[src/rtl/alu_pkg.sv]
// Shared definitions for the wide-arithmetic sequencer: state encoding,
// byte width and the byte-index width helper.
package alu_pkg;

  localparam int unsigned BYTE_W = 8;

  typedef enum logic [1:0] {
    IDLE = 2'd0,
    RUN  = 2'd1,
    DONE = 2'd2
  } state_t;

  // Byte index width; at least one bit so NBYTES=1 still has a legal index.
  function automatic int unsigned idx_width(input int unsigned nbytes);
    return (nbytes > 1) ? $clog2(nbytes) : 1;
  endfunction

endpackage

[src/rtl/multibyte_add_sequencer_if.sv]
// Start/done handshake plus operand and result/flag bus between the control
// FSM (master) and the multi-byte adder sequencer (slave).
interface multibyte_add_sequencer_if
  import alu_pkg::*;
#(
  parameter int unsigned NBYTES = 2
);

  localparam int unsigned W = NBYTES * BYTE_W;

  logic         start;
  logic         op_sub;
  logic         use_carry;
  logic         carry_in;
  logic [W-1:0] a;
  logic [W-1:0] b;
  logic         ready;
  logic         done;
  logic [W-1:0] result;
  logic         carry_out;
  logic         zero;
  logic         overflow;

  modport master (
    output start, op_sub, use_carry, carry_in, a, b,
    input  ready, done, result, carry_out, zero, overflow
  );

  modport slave (
    input  start, op_sub, use_carry, carry_in, a, b,
    output ready, done, result, carry_out, zero, overflow
  );

endinterface

[src/rtl/Carry_Select_Adder.sv]
// 8-bit carry-select adder: low nibble ripples, high nibble is precomputed
// for both carry values and selected by the low-nibble carry.
module Carry_Select_Adder (
  input  logic [7:0] A,
  input  logic [7:0] B,
  input  logic       Cin,
  output logic [7:0] sum_out,
  output logic       Cout
);

  logic [4:0] w_lo;
  logic [4:0] w_hi0;
  logic [4:0] w_hi1;
  logic [4:0] w_hi;

  assign w_lo  = 5'(A[3:0]) + 5'(B[3:0]) + 5'(Cin);
  assign w_hi0 = 5'(A[7:4]) + 5'(B[7:4]);
  assign w_hi1 = 5'(A[7:4]) + 5'(B[7:4]) + 5'd1;
  assign w_hi  = w_lo[4] ? w_hi1 : w_hi0;

  assign sum_out = {w_hi[3:0], w_lo[3:0]};
  assign Cout    = w_hi[4];

endmodule

[src/rtl/multibyte_add_sequencer.sv]
// Wide ADD/SUB/ADC/SBC unit: time-shares one 8-bit adder over NBYTES byte
// slices, LSB first, chaining carry and accumulating zero/overflow flags.
module multibyte_add_sequencer
  import alu_pkg::*;
#(
  parameter int unsigned NBYTES = 2
) (
  input  logic                       clk,
  input  logic                       rst_n,
  multibyte_add_sequencer_if.slave   bus
);

  localparam int unsigned W     = NBYTES * BYTE_W;
  localparam int unsigned IDX_W = idx_width(NBYTES);
  localparam logic [IDX_W-1:0] LAST_IDX = IDX_W'(NBYTES - 1);

  state_t             r_state;
  state_t             w_next;
  logic               r_ready;
  logic               r_done;
  logic [W-1:0]       r_a;
  logic [W-1:0]       r_b;
  logic               r_sub;
  logic               r_carry;
  logic               r_zero_acc;
  logic [IDX_W-1:0]   r_idx;
  logic [W-1:0]       r_result;
  logic               r_carry_out;
  logic               r_zero;
  logic               r_overflow;

  logic               w_accept;
  logic               w_run;
  logic               w_last;
  logic [BYTE_W-1:0]  w_b_eff;
  logic [BYTE_W-1:0]  w_sum;
  logic               w_cout;

  assign w_accept = (r_state == IDLE) && bus.start;
  assign w_run    = (r_state == RUN);
  assign w_last   = (r_idx == LAST_IDX);
  assign w_b_eff  = r_b[BYTE_W-1:0] ^ {BYTE_W{r_sub}};

  Carry_Select_Adder u_csa (
    .A       (r_a[BYTE_W-1:0]),
    .B       (w_b_eff),
    .Cin     (r_carry),
    .sum_out (w_sum),
    .Cout    (w_cout)
  );

  // Next-state logic.
  always_comb begin
    w_next = r_state;
    case (r_state)
      IDLE:    if (bus.start) w_next = RUN;
      RUN:     if (w_last)    w_next = DONE;
      DONE:                   w_next = IDLE;
      default:                w_next = IDLE;
    endcase
  end

  // State register; ready/done registered from the next state.
  always_ff @(posedge clk or negedge rst_n) begin
    if (!rst_n) begin
      r_state <= IDLE;
      r_ready <= 1'b1;
      r_done  <= 1'b0;
    end else begin
      r_state <= w_next;
      r_ready <= (w_next == IDLE);
      r_done  <= (w_next == DONE);
    end
  end

  // Operands shift down one byte per RUN cycle so the adder always sees byte 0.
  always_ff @(posedge clk or negedge rst_n) begin
    if (!rst_n) begin
      r_a         <= '0;
      r_b         <= '0;
      r_sub       <= 1'b0;
      r_carry     <= 1'b0;
      r_zero_acc  <= 1'b0;
      r_idx       <= '0;
      r_result    <= '0;
      r_carry_out <= 1'b0;
      r_zero      <= 1'b0;
      r_overflow  <= 1'b0;
    end else if (w_accept) begin
      r_a        <= bus.a;
      r_b        <= bus.b;
      r_sub      <= bus.op_sub;
      r_carry    <= bus.use_carry ? bus.carry_in : bus.op_sub;
      r_zero_acc <= 1'b1;
      r_idx      <= '0;
    end else if (w_run) begin
      r_result[r_idx*BYTE_W +: BYTE_W] <= w_sum;
      r_carry    <= w_cout;
      r_zero_acc <= r_zero_acc & (w_sum == '0);
      r_idx      <= r_idx + IDX_W'(1);
      r_a        <= r_a >> BYTE_W;
      r_b        <= r_b >> BYTE_W;
      if (w_last) begin
        r_carry_out <= w_cout;
        r_zero      <= r_zero_acc & (w_sum == '0);
        r_overflow  <= (r_a[BYTE_W-1] == w_b_eff[BYTE_W-1]) &&
                       (w_sum[BYTE_W-1] != r_a[BYTE_W-1]);
      end
    end
  end

  assign bus.ready     = r_ready;
  assign bus.done      = r_done;
  assign bus.result    = r_result;
  assign bus.carry_out = r_carry_out;
  assign bus.zero      = r_zero;
  assign bus.overflow  = r_overflow;

endmodule

[src/flat_wrapper.sv]
// flat-port wrapper written by rule: the top's interface ports become plain ports
module multibyte_add_sequencer_flat import alu_pkg::*;
#(
  parameter int unsigned NBYTES = 2
)
  (clk, rst_n, bus_start, bus_op_sub, bus_use_carry, bus_carry_in, bus_a, bus_b, bus_ready, bus_done, bus_result, bus_carry_out, bus_zero, bus_overflow);
  multibyte_add_sequencer_if #(.NBYTES(NBYTES)) bus_i ();
  input  logic clk;
  input  logic rst_n;
  input wire logic [$bits(bus_i.start)-1:0] bus_start;
  input wire logic [$bits(bus_i.op_sub)-1:0] bus_op_sub;
  input wire logic [$bits(bus_i.use_carry)-1:0] bus_use_carry;
  input wire logic [$bits(bus_i.carry_in)-1:0] bus_carry_in;
  input wire logic [$bits(bus_i.a)-1:0] bus_a;
  input wire logic [$bits(bus_i.b)-1:0] bus_b;
  output wire logic [$bits(bus_i.ready)-1:0] bus_ready;
  output wire logic [$bits(bus_i.done)-1:0] bus_done;
  output wire logic [$bits(bus_i.result)-1:0] bus_result;
  output wire logic [$bits(bus_i.carry_out)-1:0] bus_carry_out;
  output wire logic [$bits(bus_i.zero)-1:0] bus_zero;
  output wire logic [$bits(bus_i.overflow)-1:0] bus_overflow;
  assign bus_i.start = bus_start;
  assign bus_i.op_sub = bus_op_sub;
  assign bus_i.use_carry = bus_use_carry;
  assign bus_i.carry_in = bus_carry_in;
  assign bus_i.a = bus_a;
  assign bus_i.b = bus_b;
  assign bus_ready = bus_i.ready;
  assign bus_done = bus_i.done;
  assign bus_result = bus_i.result;
  assign bus_carry_out = bus_i.carry_out;
  assign bus_zero = bus_i.zero;
  assign bus_overflow = bus_i.overflow;
  multibyte_add_sequencer #(.NBYTES(NBYTES)) u_core (.clk(clk), .rst_n(rst_n), .bus(bus_i));
endmodule
[config.mk]
export PLATFORM = sky130hd
export DESIGN_NAME = multibyte_add_sequencer_flat
export DESIGN_NICKNAME = d
export VERILOG_FILES = /design/src/rtl/alu_pkg.sv /design/src/rtl/multibyte_add_sequencer_if.sv /design/src/rtl/Carry_Select_Adder.sv /design/src/rtl/multibyte_add_sequencer.sv /design/src/flat_wrapper.sv
export SDC_FILE = /design/constraint.sdc
export NUM_CORES = 1
export LEC_CHECK = 0
export ABC_AREA = 1
export BUFFER_PORTS_ARGS = -buffer_cell sky130_fd_sc_hd__buf_2
export CORE_MARGIN = 2
export CORE_UTILIZATION = 25
export DETAILED_ROUTE_END_ITERATION = 8
export SETUP_SLACK_MARGIN = 0.05
export SLEW_MARGIN = 20
export SYNTH_ARGS = -nofsm -noshare
export SYNTH_HDL_FRONTEND = slang
export SYNTH_SLANG_ARGS = --single-unit
[constraint.sdc]
create_clock -name clk -period 2.35 [get_ports clk]
set_input_delay 0.47 -clock clk [delete_from_list [all_inputs] [get_ports clk]]
set_output_delay 0.47 -clock clk [all_outputs]
set_load 0.01 [all_outputs]
==> flow_metrics.tcl, run 1 <==
set metrics [dict create \
    yosys_warnings 0 \
    slew_violations 0 \
    drc 0 \
    wl_um 6790 \
    fin_skew_ns 0.00606 \
    slowest_stage "fa_1" \
    start_util_pct 25.4 \
    fin_setup_tns_ns 0 \
    dp_slack_ns -0.0280 \
    synth_edf_count 0 \
    first_pass_iters 4 \
    r2r_slack_ns 0.03 \
    grt_pass1_wl_um 11600 \
    arrival_ns 2.59 \
    layout-drive-gt1-share_pct 29.8 \
    antenna_cells 0 \
    setup_viol 0 \
    seq_area_um2 1480 \
    routabilityCongestion 0.864 \
    fmax_ghz 0.430 \
    cp_max_fo 4 \
    r2r-start "u_core.r_sub$_DFFE_PN0P_" \
    post-route-period-util_pct 98.9 \
    tightest_slew_ns 0.537 \
    antenna_found_initial 0 \
    cap_violations 0 \
    worstPathRequired_ns 2.62 \
    multi_input_area_um2 1270 \
    fin_cells 549 \
    ff2ff_path_depth 12 \
    synth.area.top_cells "dfrtp_1 (50%), nand2_1 (14%), inv_1 (5.1%), o21ai_0 (5.0%), ha_1 (3.9%)" \
    core_um2 11400 \
    post-synth-top-count-cell "nand2_1" \
    vias_per_cell 4.27 \
    fin_nets 451 \
    holdWs_ns 0.152 \
    yosys_most_used_dff "dfrtp_1" \
    r2r_end "u_core.bus.zero$_DFFE_PN0P_" \
    die_area_um2 12400 \
    ys_ff_latch 59 \
    max_stage_delay_ns 0.58 \
    insertion_delay_ns 0.33 \
    num-fill-cells 1177 \
    tritoncts "built" \
    grt_setup_unrepaired "yes" \
    grt_use_total_pct 11.7 \
    synth_area_um2 2890 \
    grt_remaining_overflow 0 \
    synth_area_per_cell_um2 8.71 \
    clk_pin_slew_ns 0.05 \
    syn_to_final_growth_pct 32.2 \
    vias 2345 \
    grt_max_degree 60 \
    netlist_instances 332 \
    hold_viol 0 \
    hold_class "in -> async" \
    wl_per_cell_um 12.4 \
    netlist_top_cells_count "nand2_1 (107), dfrtp_1 (58), inv_1 (39)" \
    placed_cells 528 \
    cts_root_buf "clkbuf_16" \
    h-tree-depth 3 \
    crit_top_cell "inv_2" \
    die_x_um 112 \
    cts_made_buffers 9 \
    drt_iter0_drc 73 \
    critPathKind "reg -> reg" \
    ant_nets 0 \
    grt_pass1_vias 2369 \
    worstSetupEndpointType "flop" \
    synth.distinct_cells 25 \
    clock_path_buffers 2 \
    status "completed" \
    relSlewSlack_pct 64.1 \
    io_buffer_count 58 \
    netlist.area_leader.share_pct 50.2 \
    die_y_um 112 \
    dp.final_hpwl_um 4880 \
    clock-sinks 59 \
    fin_crit_ns 2.32 \
    ys_async_sr_fraction_pct 100 \
    rows 39 \
    path_cells "xor2_1, ha_2, inv_2, fa_1, inv_2, ha_4, nand3b_1, nand2_2, nand3_2, nor2_4, nand3_1, nand2_1" \
    synth.largest_area_cell "dfrtp_1" \
    syn-num-nets 382 \
    worst_slack_ns 0.0264 \
    ios 59 \
    start_kind "flop" \
    ys_seq_area_share_pct 51.1 \
]
==> worst max-delay path: cells and delay by family (launching register included) <==
family / cells / cell delay [ns]
simple gates: 6 / 0.60
fa+ha+maj: 3 / 0.98
xor+xnor: 1 / 0.15
buf+inv: 2 / 0.10
flops: 1 / 0.43
==> logic make-up (layout without fill, tap and decap cells) <==
kind of cell | count (synthesis) | count (layout) | share of synthesized area [%]
simple gates | 142 | 142 | 20.9
buf+inv | 56 | 130 | 8.18
fa+ha+maj | 12 | 12 | 5.97
flops | 59 | 59 | 51.1
xor+xnor | 9 | 9 | 2.73
compound gates | 54 | 54 | 11.2
==> how the worst max path moves through the flow <==
stage / to / cells after the start / start
floorplan: u_core.bus.zero$_DFFE_PN0P_ / 13 / u_core.r_sub$_DFFE_PN0P_
global placement: u_core.r_zero_acc$_DFFE_PN0P_ / 12 / u_core.r_sub$_DFFE_PN0P_
detailed placement: u_core.r_carry$_DFFE_PN0P_ / 13 / u_core.r_sub$_DFFE_PN0P_
CTS: u_core.bus.zero$_DFFE_PN0P_ / 12 / u_core.r_sub$_DFFE_PN0P_
global route: u_core.r_zero_acc$_DFFE_PN0P_ / 12 / u_core.r_sub$_DFFE_PN0P_
finish: u_core.bus.zero$_DFFE_PN0P_ / 12 / u_core.r_sub$_DFFE_PN0P_
==> layer usage <==
layer	part of all wire, %	routed length [um]	vias to the layer above	track usage (%)
li1	-	-	1200	-
met1	49	3310	1074	15.5
met2	44	2960	57	18.1
met3	5.3	360	14	3.43
met4	2.3	158	0	4.61
met5	0	0	-	0
==> area by class of cell <==
type,count,share of cell area (%)
clock buffer,11,6.35
clock inverter,5,2.62
inverter,45,4.42
multi-input combinational,217,33.2
sequential,59,38.7
tap,143,4.68
timing repair buffer,69,10.1
==> through the flow <==
| step | utilization, % | cell area (um2) |
|---|---|---|
| finish | 33.6 | 3820 |
| global route | 33.6 | 3820 |
| CTS | 32.8 | 3730 |
| detailed placement | 29.5 | 3350 |
| global placement | 29.5 | 3350 |
| floorplan | - | 2890 |
==> layout by cell type, fill, tap and decap left out, types with 2 or more instances in the layout <==
cell and n:
nand2_1 102, buf_2 58, dfrtp_1 57, inv_1 36, o21ai_0 27, nand3_1 15
o211ai_1 12, buf_4 10, inv_2 9, clkbuf_16 9, ha_1 7, nand3_2 6
xor2_1 5, nor2_1 5, a21oi_1 5, nand2_2 5, nor2_4 4, o221ai_1 4
xnor2_1 3, o21ai_2 3, o21ai_1 3, bufinv_16 3, nand3b_1 2, fa_2 2
clkinv_2 2
==> flip-flops by register name (all words and copies together) (netlist names) <==
signal / cells
u_core.bus.result: 16
u_core.r_a: 16
u_core.r_b: 16
u_core.r_state: 2
u_core.bus.carry_out: 1
u_core.bus.done: 1
u_core.bus.overflow: 1
u_core.bus.ready: 1
u_core.bus.zero: 1
u_core.r_carry: 1
u_core.r_idx: 1
u_core.r_sub: 1
u_core.r_zero_acc: 1
==> repair_timing <==
| action | in CTS | in global routing |
|---|---|---|
| hold buffers | 0 | 0 |
| endpoints found under the hold margin | 0 | 0 |
| setup buffers | 3 | 2 |
| gates resized for setup | 6 | 21 |
| endpoints found under the setup margin | 5 | 9 |
| pin swaps | 4 | 9 |
| gates cloned | 0 | 0 |
Power of run 1 is not shown: default switching activity piles up to over one toggle a cycle in this logic, so the estimate is an artifact.
==> run 2, diff against run 1 <==
Clock period 2.35 ns to 2 ns, I/O delays scaled along.
==> run 2 against run 1 <==
The flow now finishes with violations (negative setup slack). Flip-flop and latch count did not move. Count of clock-buffer cells in the layout did not move. Clock skew rose by 0.0072 ns. Critical path type unchanged. Global-route usage rose by 0.21 points. Design area rose by 3.6%. Cell count rose by 1.6%.
==> flow_metrics.tcl, run 2 (same netlist as run 1, synthesis figures left out) <==
set metrics [dict create \
    core_um2 11400 \
    grt_pass1_vias 2458 \
    cts_root_buf "clkbuf_16" \
    hold_class "in -> async" \
    cts_made_buffers 9 \
    syn_to_final_growth_pct 37.0 \
    crit_family "adder cells" \
    io_buffer_count 58 \
    tightest_slew_ns 0.608 \
    arrival_ns 2.53 \
    vias_per_cell 4.32 \
    fin_nets 460 \
    tritoncts "built" \
    grt_max_degree 35 \
    ant_nets 0 \
    wl_per_cell_um 12.4 \
    insertion_delay_ns 0.33 \
    grt_setup_unrepaired "yes" \
    layout_common_cells "nand2_1 (96), buf_2 (58), dfrtp_1 (58), inv_1 (35), o21ai_0 (19)" \
    start_util_pct 25.4 \
    max_stage_delay_ns 0.40 \
    antenna_cells 0 \
    utilization_pct 34.8 \
    grt_remaining_overflow 0 \
    vias 2411 \
    first_pass_iters 4 \
    drc 0 \
    h-tree-depth 3 \
    cp_max_fo 5 \
    critPathKind "reg -> reg" \
    clk_pin_slew_ns 0.05 \
    ios 59 \
    grt_pass1_wl_um 11800 \
    status "finished, violations left" \
    multi_input_area_um2 1370 \
    cp_num_buf_inv 2 \
    layout-drive-gt1-share_pct 35.7 \
    start_kind "flop" \
    num-fill-cells 1182 \
    dp.final_hpwl_um 5030 \
    wl_um 6940 \
    antenna_found_initial 0 \
    worstPathRequired_ns 2.21 \
    hold_buffers 0 \
    relSlewSlack_pct 59.5 \
    place_area_um2 3440 \
    routabilityCongestion 0.877 \
    dp_slack_ns -0.267 \
    seq_area_um2 1480 \
    fin_skew_ns 0.0133 \
    fmax_ghz 0.431 \
    rows 39 \
    worst_slack_ns -0.319 \
    worstSetupEndpointType "flop" \
    drt_iter0_drc 88 \
    slew_violations 0 \
    post-route-period-util_pct 116 \
    path_cells "buf_6, xnor2_4, fa_2, fa_2, inv_2, nand2_2, nand2_2, nand3_2, nor2_1, nand2_1, nand2_2, nand2_1, nand3_1, nand2_1" \
    die_area_um2 12400 \
    clock-sinks 59 \
    mostFrequentLayoutCell "nand2_1" \
    failed_checks "negative setup slack" \
    holdWs_ns 0.0854 \
    slowest_stage "dfrtp_1" \
    cap_violations 0 \
    hold_viol 0 \
    grt_use_total_pct 11.9 \
    final_cell_area_um2 3960 \
    setup_viol 15 \
    die_y_um 112 \
    die_x_um 112 \
    clock_path_buffers 2 \
    fin_crit_ns 2.32 \
]
==> run 2: cell count changes in the layout (fill, tap and decap cells not counted), moves of 3 or more <==
cell and delta:
xnor2_4 +3, nand2_2 +7, buf_6 +6, buf_4 +3, o21ai_0 -8, nand2_1 -6, o21ai_2 +7
==> run 2: worst register-to-register path, cell delays in order (launching register included) <==
cell and delay [ns]:
dfrtp_1 0.40, buf_6 0.14, xnor2_4 0.13, fa_2 0.36
fa_2 0.38, inv_2 0.10, nand2_2 0.06, nand2_2 0.09
nand3_2 0.08, nor2_1 0.09, nand2_1 0.08, nand2_2 0.13
nand2_1 0.06, nand3_1 0.06, nand2_1 0.05
==> run 2: metrics by stage <==
stage | TNS, ns | cells
after detailed placement | -2.85 | 536
after global routing | -4.59 | 558
after CTS | -2.34 | 557
after floorplan | -0.651 | 332
final | -3.16 | 558
after global placement | -1.86 | 536
==> run 2: final cells by class <==
type | count | share of cell area, %
Clock inverter | 5 | 1.33
Multi-Input combinational cell | 217 | 34.5
Clock buffer | 11 | 6.13
Timing Repair Buffer | 78 | 12.0
Tap cell | 143 | 4.52
Inverter | 45 | 4.26
Sequential cell | 59 | 37.3
==> run 2: final timing paths <==
kind                                                        from                          endpoint  slack, ns  cells past startpoint
worst max-delay path                    u_core.r_sub$_DFFE_PN0P_   u_core.bus.overflow$_DFFE_PN0P_      -0.32                     14
max in group asynchronous                                  rst_n         u_core.r_a[4]$_DFFE_PN0P_       1.36                      2
worst min register to register  u_core.bus.result[2]$_DFFE_PN0P_  u_core.bus.result[2]$_DFFE_PN0P_       0.47                      2
worst min-delay path                                       rst_n         u_core.r_b[4]$_DFFE_PN0P_       0.09                      1
min in group clk                                        bus_b[8]         u_core.r_b[8]$_DFFE_PN0P_       0.27                      3
worst max register to register          u_core.r_sub$_DFFE_PN0P_   u_core.bus.overflow$_DFFE_PN0P_      -0.32                     14
==> run 2: what timing repair did <==
action | in CTS | in global routing
resized for setup | 14 | 35
endpoints found under the setup margin | 17 | 18
buffers inserted | 5 | 2
pin swaps | 8 | 12
==> run 2: metal layers <==
layer	share of wire, %	up-vias	GRT usage (%)
li1	-	1222	-
met1	46	1120	15.5
met2	47	61	18.9
met3	5.2	8	3.54
met4	1.2	0	4.44
met5	0	-	0
Power of run 2 is left out for the same reason.
==> run 3, diff against run 2 <==
Clock period 2 ns to 2.4 ns, I/O delays scaled along.
==> run 3 against run 2 <==
The flow now finishes without violations. Clock skew decreased by 0.0096 ns. Count of clock-buffer cells in the layout unchanged. Maximum frequency decreased by 1.5%.
==> flow_metrics.tcl, run 3 (same netlist as run 1, synthesis figures left out) <==
set metrics [dict create \
    h-tree-depth 3 \
    start_kind "flop" \
    groute.layer.met1.usage_pct 14.4 \
    cp_num_buf_inv 2 \
    grtUsageMet2_pct 18.2 \
    die_y_um 112 \
    num-fill-cells 1207 \
    fmax_ghz 0.425 \
    setup_viol 0 \
    final_cell_area_um2 3730 \
    power.leakage_nw 1.87 \
    slew_violations 0 \
    mostFrequentLayoutCell "nand2_1" \
    clk_pin_slew_ns 0.05 \
    grt_setup_unrepaired "yes" \
    wl_per_cell_um 12.5 \
    syn_to_final_growth_pct 28.9 \
    worstPathRequired_ns 2.66 \
    ios 59 \
    path_cells "xor2_1, ha_2, inv_2, fa_1, inv_2, ha_4, nand3b_1, nand2_2, nand3_2, nor2_2, nand3_1, nand2_1" \
    ff2ff_path_depth 12 \
    utilization_pct 32.8 \
    status "completed" \
    grt_pass1_wl_um 11100 \
    p_total_w 0.00669 \
    antenna_cells 0 \
    die_area_um2 12400 \
    crit_top_cell "inv_2" \
    vias_per_cell 4.33 \
    relSlewSlack_pct 65.4 \
    r2r_end "u_core.bus.zero$_DFFE_PN0P_" \
    power_switching_w 0.00294 \
    critPathKind "reg -> reg" \
    clock-sinks 59 \
    drt_iter0_drc 118 \
    max_stage_delay_ns 0.56 \
    cts_made_buffers 9 \
    fin_skew_ns 0.00365 \
    hold_class "in -> async" \
    cap_violations 0 \
    cp_num_cells 12 \
    antenna_found_initial 0 \
    dp.final_hpwl_um 4840 \
    pwr-share-clk_pct 18.3 \
    p_per_area_nw_per_um2 1790 \
    tightest_slew_ns 0.518 \
    seq_power_share_pct 25.9 \
    ant_nets 0 \
    tritoncts "built" \
    critPathLaunch "u_core.r_sub$_DFFE_PN0P_" \
    hold_viol 0 \
    wl_um 6790 \
    fin_nets 449 \
    cts_root_buf "clkbuf_16" \
    grt_use_met3_pct 3.05 \
    die_x_um 112 \
    io_buffer_count 58 \
    internal_power_w 0.00375 \
    start_util_pct 25.4 \
    crit_family "adder cells" \
    r2r_slack_ns 0.05 \
    max-vdd-ir-drop_v 0.000636 \
    arrival_ns 2.61 \
    worstSetupEndpointType "flop" \
    clock_path_buffers 2 \
    core_um2 11400 \
    grt_max_degree 60 \
    routabilityCongestion 0.873 \
    fin_crit_ns 2.35 \
    layout-drive-gt1-share_pct 28.4 \
    netSwitchingFraction_pct 44.0 \
    comb_power_share_pct 55.7 \
    busiest_layer "met2" \
    drc 0 \
    place_area_um2 3350 \
    first_pass_iters 4 \
    cp_max_fo 4 \
    grt_pass1_vias 2392 \
    post-route-period-util_pct 98.1 \
    insertion_delay_ns 0.32 \
    r2r-start "u_core.r_sub$_DFFE_PN0P_" \
    slowest_stage "fa_1" \
    grt_remaining_overflow 0 \
    vias 2358 \
    rows 39 \
    grt_use_total_pct 11.3 \
    layout_common_cells "nand2_1 (103), buf_2 (58), dfrtp_1 (57), inv_1 (37), o21ai_0 (27)" \
]
==> run 3: per-stage QoR <==
stage | cells | setup TNS, ns | hold WS [ns] | worst slack [ns]
finish | 545 | 0 | 0.147 | 0.0458
global placement | 528 | 0 | 0.454 | 0.0953
floorplan | 332 | 0 | 0.184 | 0.137
detailed placement | 528 | -0.00950 | 0.463 | -0.00950
global route | 545 | -0.170 | 0.180 | -0.0995
CTS | 544 | 0 | 0.173 | 0.0369
==> run 3: final cells by class <==
cell class              count  area [um2]  share of cell area (%)
repair buffers             67         370                    9.94
multi-input cells         217        1250                    33.5
clock buffers              11         243                    6.51
clock inverters             3        40.0                    1.07
well taps                 143         179                    4.80
inverters                  45         169                    4.53
flip-flops and latches     59        1480                    39.7
==> run 3: per-layer routing <==
metal	wire [um]	vias to the layer above
met5	0	-
met1	3270	1101
li1	-	1186
met2	3110	62
met4	87	0
met3	320	9
==> run 3: power by group through the flow <==
stage	sequential, W	clock (W)	combinational (W)
detailed placement	0.00175	0	0.00335
global route	0.00179	0.00131	0.00419
CTS	0.00174	0.00125	0.00340
floorplan	0.00176	0	0.00235
global placement	0.00175	0	0.00327
finish	0.00173	0.00123	0.00373
==> run 3: worst max-delay path by stage <==
stage | endpoint | slack, ns
2_1_floorplan | u_core.bus.zero$_DFFE_PN0P_ | 0.14
3_3_place_gp | u_core.r_zero_acc$_DFFE_PN0P_ | 0.1
3_5_place_dp | u_core.bus.zero$_DFFE_PN0P_ | -0.009
4_1_cts | u_core.bus.zero$_DFFE_PN0P_ | 0.04
5_1_grt | u_core.bus.zero$_DFFE_PN0P_ | -0.1
6_report | u_core.bus.zero$_DFFE_PN0P_ | 0.05
==> run 3: repair_timing <==
action / in CTS / in global routing
gates resized for setup: 1 / 20
pin swaps: 2 / 11
hold buffers: 0 / 0
setup buffers: 2 / 1
endpoints found under the setup margin: 5 / 9
No activity file was read; power rests on OpenSTA's default activity.
